**config.mk**
```make
export PLATFORM = sky130hd
export DESIGN_NAME = jtag_reg_sequencer
export DESIGN_NICKNAME = d
export VERILOG_FILES = /design/src/rtl/jtag_seq_pkg.sv /design/src/rtl/sync_rise_edge.sv /design/src/rtl/jtag_reg_sequencer.sv
export SDC_FILE = /design/constraint.sdc
export NUM_CORES = 1
export LEC_CHECK = 0
export ABC_AREA = 1
export CAP_MARGIN = 20
export CORE_UTILIZATION = 35
export CTS_CLUSTER_DIAMETER = 120
export DETAILED_ROUTE_END_ITERATION = 8
export PLACE_DENSITY = 0.62
export SYNTH_ARGS = -nofsm -noshare
export SYNTH_HDL_FRONTEND = slang
export SYNTH_SLANG_ARGS = --single-unit
```
**constraint.sdc**
```tcl
create_clock -name clk -period 7.35 [get_ports clk]
set_clock_uncertainty 0.2 [all_clocks]
set_input_delay 2.205 -clock clk [delete_from_list [all_inputs] [get_ports clk]]
set_output_delay 2.205 -clock clk [all_outputs]
set_load 0.03 [all_outputs]
```
**src/rtl/jtag_seq_pkg.sv**
```systemverilog
// jtag_seq_pkg: shared opcodes, FSM states and control-word field positions
// for the JTAG register sequencer.
package jtag_seq_pkg;

    typedef enum logic [1:0] {
        OP_CTRL     = 2'b00,
        OP_SET_ADDR = 2'b01,
        OP_LOAD_LO  = 2'b10,
        OP_COMMIT   = 2'b11
    } opcode_e;

    typedef enum logic [1:0] {
        ST_IDLE   = 2'b00,
        ST_DECODE = 2'b01,
        ST_WRITE  = 2'b10
    } state_e;

    localparam int OPC_MSB     = 7;
    localparam int OPC_LSB     = 6;
    localparam int AUTOINC_BIT = 4;
    localparam int CLR_OVR_BIT = 0;
    localparam int VIEW_BIT    = 1;

endpackage

```
**src/rtl/sync_rise_edge.sv**
```systemverilog
// sync_rise_edge: multi-flop synchronizer for an asynchronous level, plus a
// one-cycle pulse on its synchronized rising edge.
module sync_rise_edge #(
    parameter int STAGES = 2
) (
    input  logic clk,
    input  logic rst_n,
    input  logic d,
    output logic rise
);

    logic [STAGES-1:0] sync_q, sync_d;
    logic              prev_q, prev_d;

    always_comb begin
        sync_d = {sync_q[STAGES-2:0], d};
        prev_d = sync_q[STAGES-1];
        rise   = sync_q[STAGES-1] & ~prev_q;
    end

    always_ff @(posedge clk or negedge rst_n) begin
        if (!rst_n) begin
            sync_q <= '0;
            prev_q <= 1'b0;
        end else begin
            sync_q <= sync_d;
            prev_q <= prev_d;
        end
    end

endmodule

```
**src/rtl/jtag_reg_sequencer.sv**
```systemverilog
// jtag_reg_sequencer: decodes JTAG Update-DR control words into shadow register
// writes, forwards each commit over valid/ready and drives a readback status word.
module jtag_reg_sequencer
    import jtag_seq_pkg::*;
#(
    parameter int ADDR_WIDTH  = 3,
    parameter int SYNC_STAGES = 2
) (
    input  logic                         clk,
    input  logic                         rst_n,
    input  logic [7:0]                   jtag_control,
    input  logic                         jtag_udr,
    output logic [7:0]                   jtag_status,
    output logic                         wr_valid,
    input  logic                         wr_ready,
    output logic [ADDR_WIDTH-1:0]        wr_addr,
    output logic [7:0]                   wr_data,
    output logic [8*(2**ADDR_WIDTH)-1:0] regs
);

    localparam int NREGS = 2**ADDR_WIDTH;

    logic                  evt;
    state_e                state_q, state_d;
    logic [7:0]            cmd_q, cmd_d;
    logic [ADDR_WIDTH-1:0] addr_q, addr_d;
    logic [3:0]            stage_lo_q, stage_lo_d;
    logic                  view_q, view_d;
    logic                  overrun_q, overrun_d;
    logic [8*NREGS-1:0]    shadow_q, shadow_d;
    logic                  wr_valid_q, wr_valid_d;
    logic [ADDR_WIDTH-1:0] wr_addr_q, wr_addr_d;
    logic [7:0]            wr_data_q, wr_data_d;
    logic [7:0]            status_q, status_d;
    opcode_e               op;
    logic [7:0]            data;
    logic [ADDR_WIDTH+2:0] idx;
    logic                  unused_payload;

    sync_rise_edge #(.STAGES(SYNC_STAGES)) u_udr_sync (
        .clk  (clk),
        .rst_n(rst_n),
        .d    (jtag_udr),
        .rise (evt)
    );

    assign op             = opcode_e'(cmd_q[OPC_MSB:OPC_LSB]);
    assign data           = {cmd_q[3:0], stage_lo_q};
    assign idx            = {addr_q, 3'b000};
    assign unused_payload = cmd_q[5];

    always_comb begin
        state_d    = state_q;
        cmd_d      = cmd_q;
        addr_d     = addr_q;
        stage_lo_d = stage_lo_q;
        view_d     = view_q;
        overrun_d  = overrun_q;
        shadow_d   = shadow_q;
        wr_valid_d = wr_valid_q;
        wr_addr_d  = wr_addr_q;
        wr_data_d  = wr_data_q;
        case (state_q)
            ST_IDLE: if (evt) begin
                cmd_d   = jtag_control;
                state_d = ST_DECODE;
            end
            ST_DECODE: begin
                state_d = ST_IDLE;
                case (op)
                    OP_CTRL: begin
                        if (cmd_q[CLR_OVR_BIT]) overrun_d = 1'b0;
                        view_d = cmd_q[VIEW_BIT];
                    end
                    OP_SET_ADDR: addr_d = cmd_q[ADDR_WIDTH-1:0];
                    OP_LOAD_LO:  stage_lo_d = cmd_q[3:0];
                    OP_COMMIT: begin
                        shadow_d[idx +: 8] = data;
                        wr_addr_d          = addr_q;
                        wr_data_d          = data;
                        wr_valid_d         = 1'b1;
                        state_d            = ST_WRITE;
                    end
                endcase
            end
            ST_WRITE: if (wr_ready) begin
                wr_valid_d = 1'b0;
                state_d    = ST_IDLE;
                if (cmd_q[AUTOINC_BIT]) addr_d = addr_q + 1'b1;
            end
            default: state_d = ST_IDLE;
        endcase
        // A new Update-DR while busy is dropped; flagging it wins over a same-cycle clear.
        if (evt && state_q != ST_IDLE) overrun_d = 1'b1;
        status_d = view_q ? {overrun_q, state_q != ST_IDLE, 6'(addr_q)} : shadow_q[idx +: 8];
    end

    always_ff @(posedge clk or negedge rst_n) begin
        if (!rst_n) begin
            state_q    <= ST_IDLE;
            cmd_q      <= '0;
            addr_q     <= '0;
            stage_lo_q <= '0;
            view_q     <= 1'b0;
            overrun_q  <= 1'b0;
            shadow_q   <= '0;
            wr_valid_q <= 1'b0;
            wr_addr_q  <= '0;
            wr_data_q  <= '0;
            status_q   <= '0;
        end else begin
            state_q    <= state_d;
            cmd_q      <= cmd_d;
            addr_q     <= addr_d;
            stage_lo_q <= stage_lo_d;
            view_q     <= view_d;
            overrun_q  <= overrun_d;
            shadow_q   <= shadow_d;
            wr_valid_q <= wr_valid_d;
            wr_addr_q  <= wr_addr_d;
            wr_data_q  <= wr_data_d;
            status_q   <= status_d;
        end
    end

    assign jtag_status = status_q;
    assign wr_valid    = wr_valid_q;
    assign wr_addr     = wr_addr_q;
    assign wr_data     = wr_data_q;
    assign regs        = shadow_q;

endmodule
```
## Word level (Yosys, flattened, before mapping)

Index checks and enable logic that the tools add are counted.

- Register bits after elaboration: 106
- Bits of input ports: 12
- Output and inout bits: 84
- Word-level logic and storage cells: 63

- $add $sub $neg: 2
- Equal/unequal tests: 10
- Shifts and indexed selects: 3
- Mux-type cells: 17
- Bitwise logic cells: 2
- Reduce and logical (&&, ||, !) cells: 16

Operator list:

| operator | number |
|---|---|
| $bwmux W64 | 1 |
| $shift A8 B8 Y64 const A | 1 |
| $shiftx A64 B7 Y8 | 1 |
| $shiftx A8 B8 Y64 | 1 |
| $reduce_and A2 Y1 | 5 |
| $reduce_bool A2 Y1 | 5 |
| $mux W3 | 3 |
| $mux W8 | 1 |
| $neg A6 Y8 | 1 |
| $eq A2 B2 Y1 const B | 3 |
| $mux W1 | 6 |
| $mux W2 | 3 |
| $ne A2 B2 Y1 const B | 3 |
| $pmux W2 S3 | 1 |
| $pmux W3 S2 | 1 |
| $reduce_and A3 Y1 | 2 |
| $eq A2 B1 Y1 const B | 2 |
| $logic_not A2 Y1 | 2 |
| $ne A2 B1 Y1 const B | 2 |
| $reduce_and A4 Y1 | 1 |
| $add A3 B1 Y3 const B | 1 |
| $pmux W1 S2 | 1 |
| $and A1 B1 Y1 | 1 |
| $logic_and A1 B1 Y1 | 1 |
| $not A1 Y1 | 1 |

## Longest topological paths before layout

Gate-level depths: netlist (run 1).

- Depth after elaboration: 5
- Gate-level depth with buffers: 12
- Gate-level depth less buffers: 9

## Hierarchy

From an unflattened synthesis (run 1), not the netlist that was laid out.

- Cell total of the unflattened synthesis: 598
- Area, all modules: 5,167.5 um2

Modules (own cells, without submodules):

| module | instances | cells each | area an instance (um2) | seq. area each (um2) |
|---|---|---|---|---|
| jtag_reg_sequencer | 1 | 593 | 5,082.4 | 2,552.4 |
| sync_rise_edge | 1 | 5 | 85.1 | 75.1 |

## Worst setup path after synthesis (run 1)

No wires, ideal clock.

- Path kind: reg-to-output
- Start: reg shadow_q[3], in the netlist regs[3]
- End: out regs[3]
- Arrival time: 0.497 ns
- Required time: 4.945 ns
- Path slack: 4.448 ns
- Stages on the path, launching flop included: 1
- Buffers on the path: 0
- Cells stage by stage: dfrtp_1

RTL lines:

| item | RTL line | text |
|---|---|---|
| start, declared | jtag_reg_sequencer.sv:30 | `logic [8*NREGS-1:0] shadow_q, shadow_d;` |
| start signal, assigned | jtag_reg_sequencer.sv:118 | `shadow_q <= shadow_d;` |
| end, declared | jtag_reg_sequencer.sv:18 | `output logic [8*(2**ADDR_WIDTH)-1:0] regs` |

No word-level cell between the ends.

## Worst setup path in the final report (run 1)

- Start: reg shadow_q[6], in the netlist regs[6]
- End: out regs[6]

No word-level cell between the ends.

==> results of run 1 <==
==> final cells by class <==
type	count	area, um^2
Fill cell	1319	7220
Timing Repair Buffer	98	972
Clock inverter	4	26.3
Inverter	39	146
Sequential cell	105	2630
Tap cell	176	220
Clock buffer	12	246
Multi-Input combinational cell	434	2000
==> stage by stage <==
step	setup slack, ns	instances	hold WS [ns]	util [%]
after CTS	3.43	867	0.171	46.3
after detailed placement	3.70	851	0.141	44.3
after floorplan	4.45	604	0.131	-
after global placement	3.73	851	0.140	44.3
after global routing	3.38	868	0.186	46.4
final	3.43	868	0.164	46.4
==> cells in the mapped netlist <==
cell type	count	area share, %
o21ai_1	11	1.1
ha_1	7	1.8
nor3_2	1	0.20
buf_6	2	0.46
nand3_1	58	5.9
nand2_2	2	0.25
nand4_1	8	1.0
nand2_1	228	17
buf_1	1	0.076
inv_2	2	0.15
buf_2	11	1.1
buf_4	6	0.92
nand3_4	1	0.36
clkbuf_1	6	0.46
inv_1	37	2.8
nand4_2	1	0.25
nand2_4	1	0.23
nor2_2	2	0.25
nand3_2	6	1.2
dfrtp_1	105	53
o21ai_0	74	7.5
nor2_1	31	2.4
nor2_8	1	0.41
nor3_1	1	0.10
nor2_4	1	0.23
==> power by group through the flow <==
stage               Clock (mW)  Combinational [mW]  Sequential [mW]
finish                   0.452               0.871            0.792
global route             0.483               0.956            0.803
CTS                      0.462               0.858            0.790
detailed placement           0               0.853            0.799
global placement             0               0.845            0.799
floorplan                    0               0.460            0.872
==> layer usage <==
| metal | vias to the layer above | GRT usage (%) | part of all wire [%] |
|---|---|---|---|
| li1 | 2109 | - | - |
| met3 | 24 | 3.73 | 7.5 |
| met2 | 222 | 30.7 | 44 |
| met4 | 0 | 7.95 | 2.2 |
| met5 | - | 0 | 0 |
| met1 | 2115 | 30.7 | 47 |
==> cell families after synthesis <==
group                      after synthesis
DFF                                    105
AOI/OAI and AO/OA                       85
buffers and inverters                   65
and+or+nand+nor                        342
adders and majority gates                7
==> how the worst min path moves through the flow <==
stage / startpoint / endpoint
after floorplan: u_udr_sync.sync_q[0] / u_udr_sync.sync_q[1]
after global placement: u_udr_sync.sync_q[0] / u_udr_sync.sync_q[1]
after detailed placement: u_udr_sync.sync_q[0] / u_udr_sync.sync_q[1]
after CTS: u_udr_sync.sync_q[0] / u_udr_sync.sync_q[1]
after global routing: u_udr_sync.sync_q[0] / u_udr_sync.sync_q[1]
final: u_udr_sync.sync_q[0] / u_udr_sync.sync_q[1]
==> flip-flops by register name, summed over array words and instances, names as in the netlist <==
register           cells
view_q                 1
cmd_q                  7
state_q                2
addr_q                 3
wr_addr                3
wr_data                8
wr_valid               1
u_udr_sync.sync_q      2
u_udr_sync.prev_q      1
regs                  64
overrun_q              1
jtag_status            8
stage_lo_q             4
==> results.json, run 1 <==
{
  "cts_tree": "done",
  "avgSynthCellArea_um2": 8.15,
  "timing.fmax_mhz": 255,
  "synth-simple-area-share_pct": 30.2,
  "post-cts-setup-buffers": 0,
  "place.gp.congestion": 0.891,
  "path_cells": "clkdlybuf4s50_1",
  "track_usage_pct": 21.0,
  "synth_area_mm2": 0.00492,
  "dr.pass1.iters": 6,
  "synth_xor_area_share_pct": 0,
  "die_h_um": 121,
  "setup.worst_path.end_class": "primary output",
  "drv_slew": 0,
  "core_mm2": 0.0135,
  "cts_buffers": 9,
  "p_per_area_mw_per_mm2": 339,
  "wire_per_inst_um": 16.8,
  "grt_overflow_total": 0,
  "crit_cells": 1,
  "postRouteAntennaNets": 0,
  "maxCapViolations": 0,
  "drive_gt1_share_pct": 5.35,
  "synth_top_family_by_area": "simple AND/OR/NAND/NOR gates",
  "rsz0062_at_grt": "false",
  "ys_ff_latch": 105,
  "clock_power_share_pct": 21.4,
  "clk_path_buf_depth": 2,
  "drt-total-wl_um": 14600,
  "cts_resized": 0,
  "grt_pass1_vias": 4178,
  "switching_share_pct": 44.3,
  "vias": 4470,
  "crit_family": "buffers and inverters",
  "p_switching_mw": 0.937,
  "synth_fp_nets": 623,
  "ff2ff_setup_slack_ns": 3.74,
  "fin_tns_setup_ns": 0,
  "pin_count": 96,
  "dieArea_mm2": 0.0145,
  "antenna_found_initial": 0,
  "worstReg2RegEnd": "regs[20]",
  "grt_start_max_net_pins": 55,
  "p_leak_nw": 2.83,
  "via_per_inst": 5.15,
  "postSynthCellCount": 604,
  "crit_type": "flip-flop to primary output",
  "critPathBufInv": 1,
  "crit_slowest_cell": "clkdlybuf4s50_1",
  "peakVddDrop_v": 0.000184,
  "cp-endpoint": "regs[6]",
  "power_mw": 2.12,
  "mostFrequentLayoutCells": "nand2_1 (228), dfrtp_1 (105), clkdlybuf4s50_1 (93)",
  "rr_startpoint": "addr_q[1]",
  "cts_root_buf": "clkbuf_16",
  "place_area_mm2": 0.00595,
  "run_status": "finished, final reports clean",
  "fp.dieW_um": 121,
  "crit_start": "regs[6]",
  "critPathMaxFanout": 3,
  "drc": 0,
  "final-setup-viol-count": 0,
  "drt_iter0_drc": 427,
  "finalHoldViolations": 0,
  "clkTransAtPathRegs_ns": 0.07,
  "layout.nets": 706,
  "slowest_delay_ns": 0.71,
  "initial_core_util_pct": 36.6,
  "rows": 42,
  "cp_data_arrival_time_ns": 1.52,
  "yosysSeqAreaShare_pct": 53.4,
  "combPwrFrac_pct": 41.2,
  "mostFrequentLayoutCell": "nand2_1",
  "worstPathRequired_ns": 4.95,
  "syn_to_final_growth_pct": 26.7,
  "holdPathStages": 0,
  "holdBufCountCts": 0,
  "place_hpwl_um": 10300,
  "period_needed_ns": 3.92,
  "synthAdderAreaFrac_pct": 1.78,
  "clock_latency_ns": 0.35,
  "htree_levels": 3,
  "synth_mux_area_share_pct": 0,
  "cp-start-kind": "flip-flop",
  "synth_compound_area_share_pct": 8.64,
  "hp-class": "flip-flop to flip-flop",
  "cts.sinks": 105,
  "reg2reg_depth": 6,
  "slew_headroom_pct": 41.4,
  "p_seq_share_pct": 37.4,
  "stdcell_area_mm2": 0.00624,
  "synth.distinct_cells": 25,
  "worst_slew_pin_slew_ns": 0.880,
  "p_int_mw": 1.18,
  "period_share_pct": 53.4,
  "antennaDiodeCount": 0,
  "grt_pass1_wl_um": 22800,
  "ys_warn_count": 0,
  "portBuffers": 94
}
Power figures use the tool's default switching activity.
==> run 2, diff against run 1 <==
- clock period: 7.35 -> 3.85 ns (I/O delays scaled with it)
==> results.json, run 2 (same netlist as run 1, synthesis figures left out) <==
{
  "run_status": "finished, final reports clean",
  "rsz0062_at_grt": "false",
  "worstPathRequired_ns": 2.49,
  "syn_to_final_growth_pct": 28.1,
  "drive_gt1_share_pct": 5.77,
  "period_needed_ns": 2.86,
  "reg2reg_depth": 6,
  "drt-total-wl_um": 14400,
  "setup.worst_path.end_class": "primary output",
  "hp-class": "flip-flop to flip-flop",
  "wire_per_inst_um": 16.6,
  "min_from": "u_udr_sync.sync_q[0]",
  "fin_tns_setup_ns": 0,
  "maxCapViolations": 0,
  "crit_type": "flip-flop to primary output",
  "clk_path_buf_depth": 2,
  "dr.pass1.iters": 5,
  "finalHoldViolations": 0,
  "rows": 42,
  "clkTransAtPathRegs_ns": 0.07,
  "timing.fmax_mhz": 349,
  "largest_reg_flops": 64,
  "place.gp.congestion": 0.856,
  "via_per_inst": 5.06,
  "core_mm2": 0.0135,
  "antennaDiodeCount": 0,
  "cts_buffers": 9,
  "die_h_um": 121,
  "holdPathStages": 0,
  "grt_pass1_wl_um": 22900,
  "path_cells": "clkdlybuf4s50_1",
  "peakVddDrop_v": 0.000378,
  "cp-start-kind": "flip-flop",
  "drc": 0,
  "drv_slew": 0,
  "fp.dieW_um": 121,
  "min_delay_worst_endpoint": "u_udr_sync.sync_q[1]",
  "cp_data_arrival_time_ns": 1.51,
  "vias": 4400,
  "drt_iter0_drc": 345,
  "p_per_area_mw_per_mm2": 657,
  "grt_pass1_vias": 4243,
  "cts_tree": "done",
  "fin_util_pct": 46.8,
  "critPathBufInv": 1,
  "grt_start_max_net_pins": 58,
  "cts.sinks": 105,
  "slew_headroom_pct": 53.0,
  "holdBufCountCts": 0,
  "cts_resized": 0,
  "place_hpwl_um": 10300,
  "cts_root_buf": "clkbuf_16",
  "track_usage_pct": 20.9,
  "critPathMaxFanout": 3,
  "worstReg2RegEnd": "regs[48]",
  "antenna_found_initial": 0,
  "postRouteAntennaNets": 0,
  "worst_slew_pin_slew_ns": 0.703,
  "grt_overflow_total": 0,
  "pin_count": 96,
  "period_share_pct": 74.4,
  "layout.nets": 708,
  "clock_latency_ns": 0.35,
  "crit_family": "buffers and inverters",
  "crit_slowest_cell": "clkdlybuf4s50_1",
  "portBuffers": 94,
  "p_leak_nw": 2.86,
  "dieArea_mm2": 0.0145,
  "final-setup-viol-count": 0,
  "ff2ff_setup_slack_ns": 1.36,
  "htree_levels": 3,
  "post-cts-setup-buffers": 0,
  "initial_core_util_pct": 36.6,
  "mostFrequentLayoutCells": "nand2_1 (228), dfrtp_1 (105), clkdlybuf4s50_1 (93)",
  "rr_startpoint": "addr_q[1]",
  "mostFrequentLayoutCell": "nand2_1",
  "slowest_delay_ns": 0.71
}
==> run 2: stage by stage <==
stage / worst slack [ns] / cells / total power [mW] / hold WS (ns) / area, um^2
2_1_floorplan: 1.46 / 604 / 2.54 / 0.131 / 4920
3_3_place_gp: 1.38 / 854 / 3.14 / 0.140 / 5990
3_5_place_dp: 1.33 / 854 / 3.18 / 0.141 / 5990
4_1_cts: 0.951 / 869 / 4.15 / 0.157 / 6300
5_1_grt: 0.936 / 869 / 4.38 / 0.180 / 6300
6_report: 0.986 / 869 / 4.14 / 0.153 / 6300
==> run 2: area by class of cell <==
cell class	count	area, um^2
Inverter	39	146
Clock buffer	12	267
Sequential cell	105	2630
Tap cell	176	220
Clock inverter	3	47.5
Multi-Input combinational cell	434	2000
Timing Repair Buffer	100	996
Fill cell	1339	7150
==> run 2: worst max-delay path by stage <==
stage | start | cells after the start | to | slack, ns
after floorplan | addr_q[1] | 11 | regs[0] | 1.46
after global placement | regs[6] | 1 | regs[6] | 1.38
after detailed placement | regs[35] | 1 | regs[35] | 1.33
after CTS | regs[35] | 1 | regs[35] | 0.95
after global routing | regs[36] | 1 | regs[36] | 0.94
final | regs[35] | 1 | regs[35] | 0.99
==> run 2: routing by layer <==
layer	up-vias	track usage, %	wire length [um]
met4	0	7.87	349
met5	-	0	0
met1	2081	30.0	6800
met2	180	31.4	6330
li1	2114	-	-
met3	25	3.92	947
==> run 2: report_power, final <==
part           total, mW  internal, mW  leakage (nW)  switching, mW
Clock              0.959         0.557         0.155          0.402
Sequential          1.49          1.28          1.42          0.209
Combinational       1.69         0.520          1.29           1.17
Total               4.14          2.36          2.86           1.78
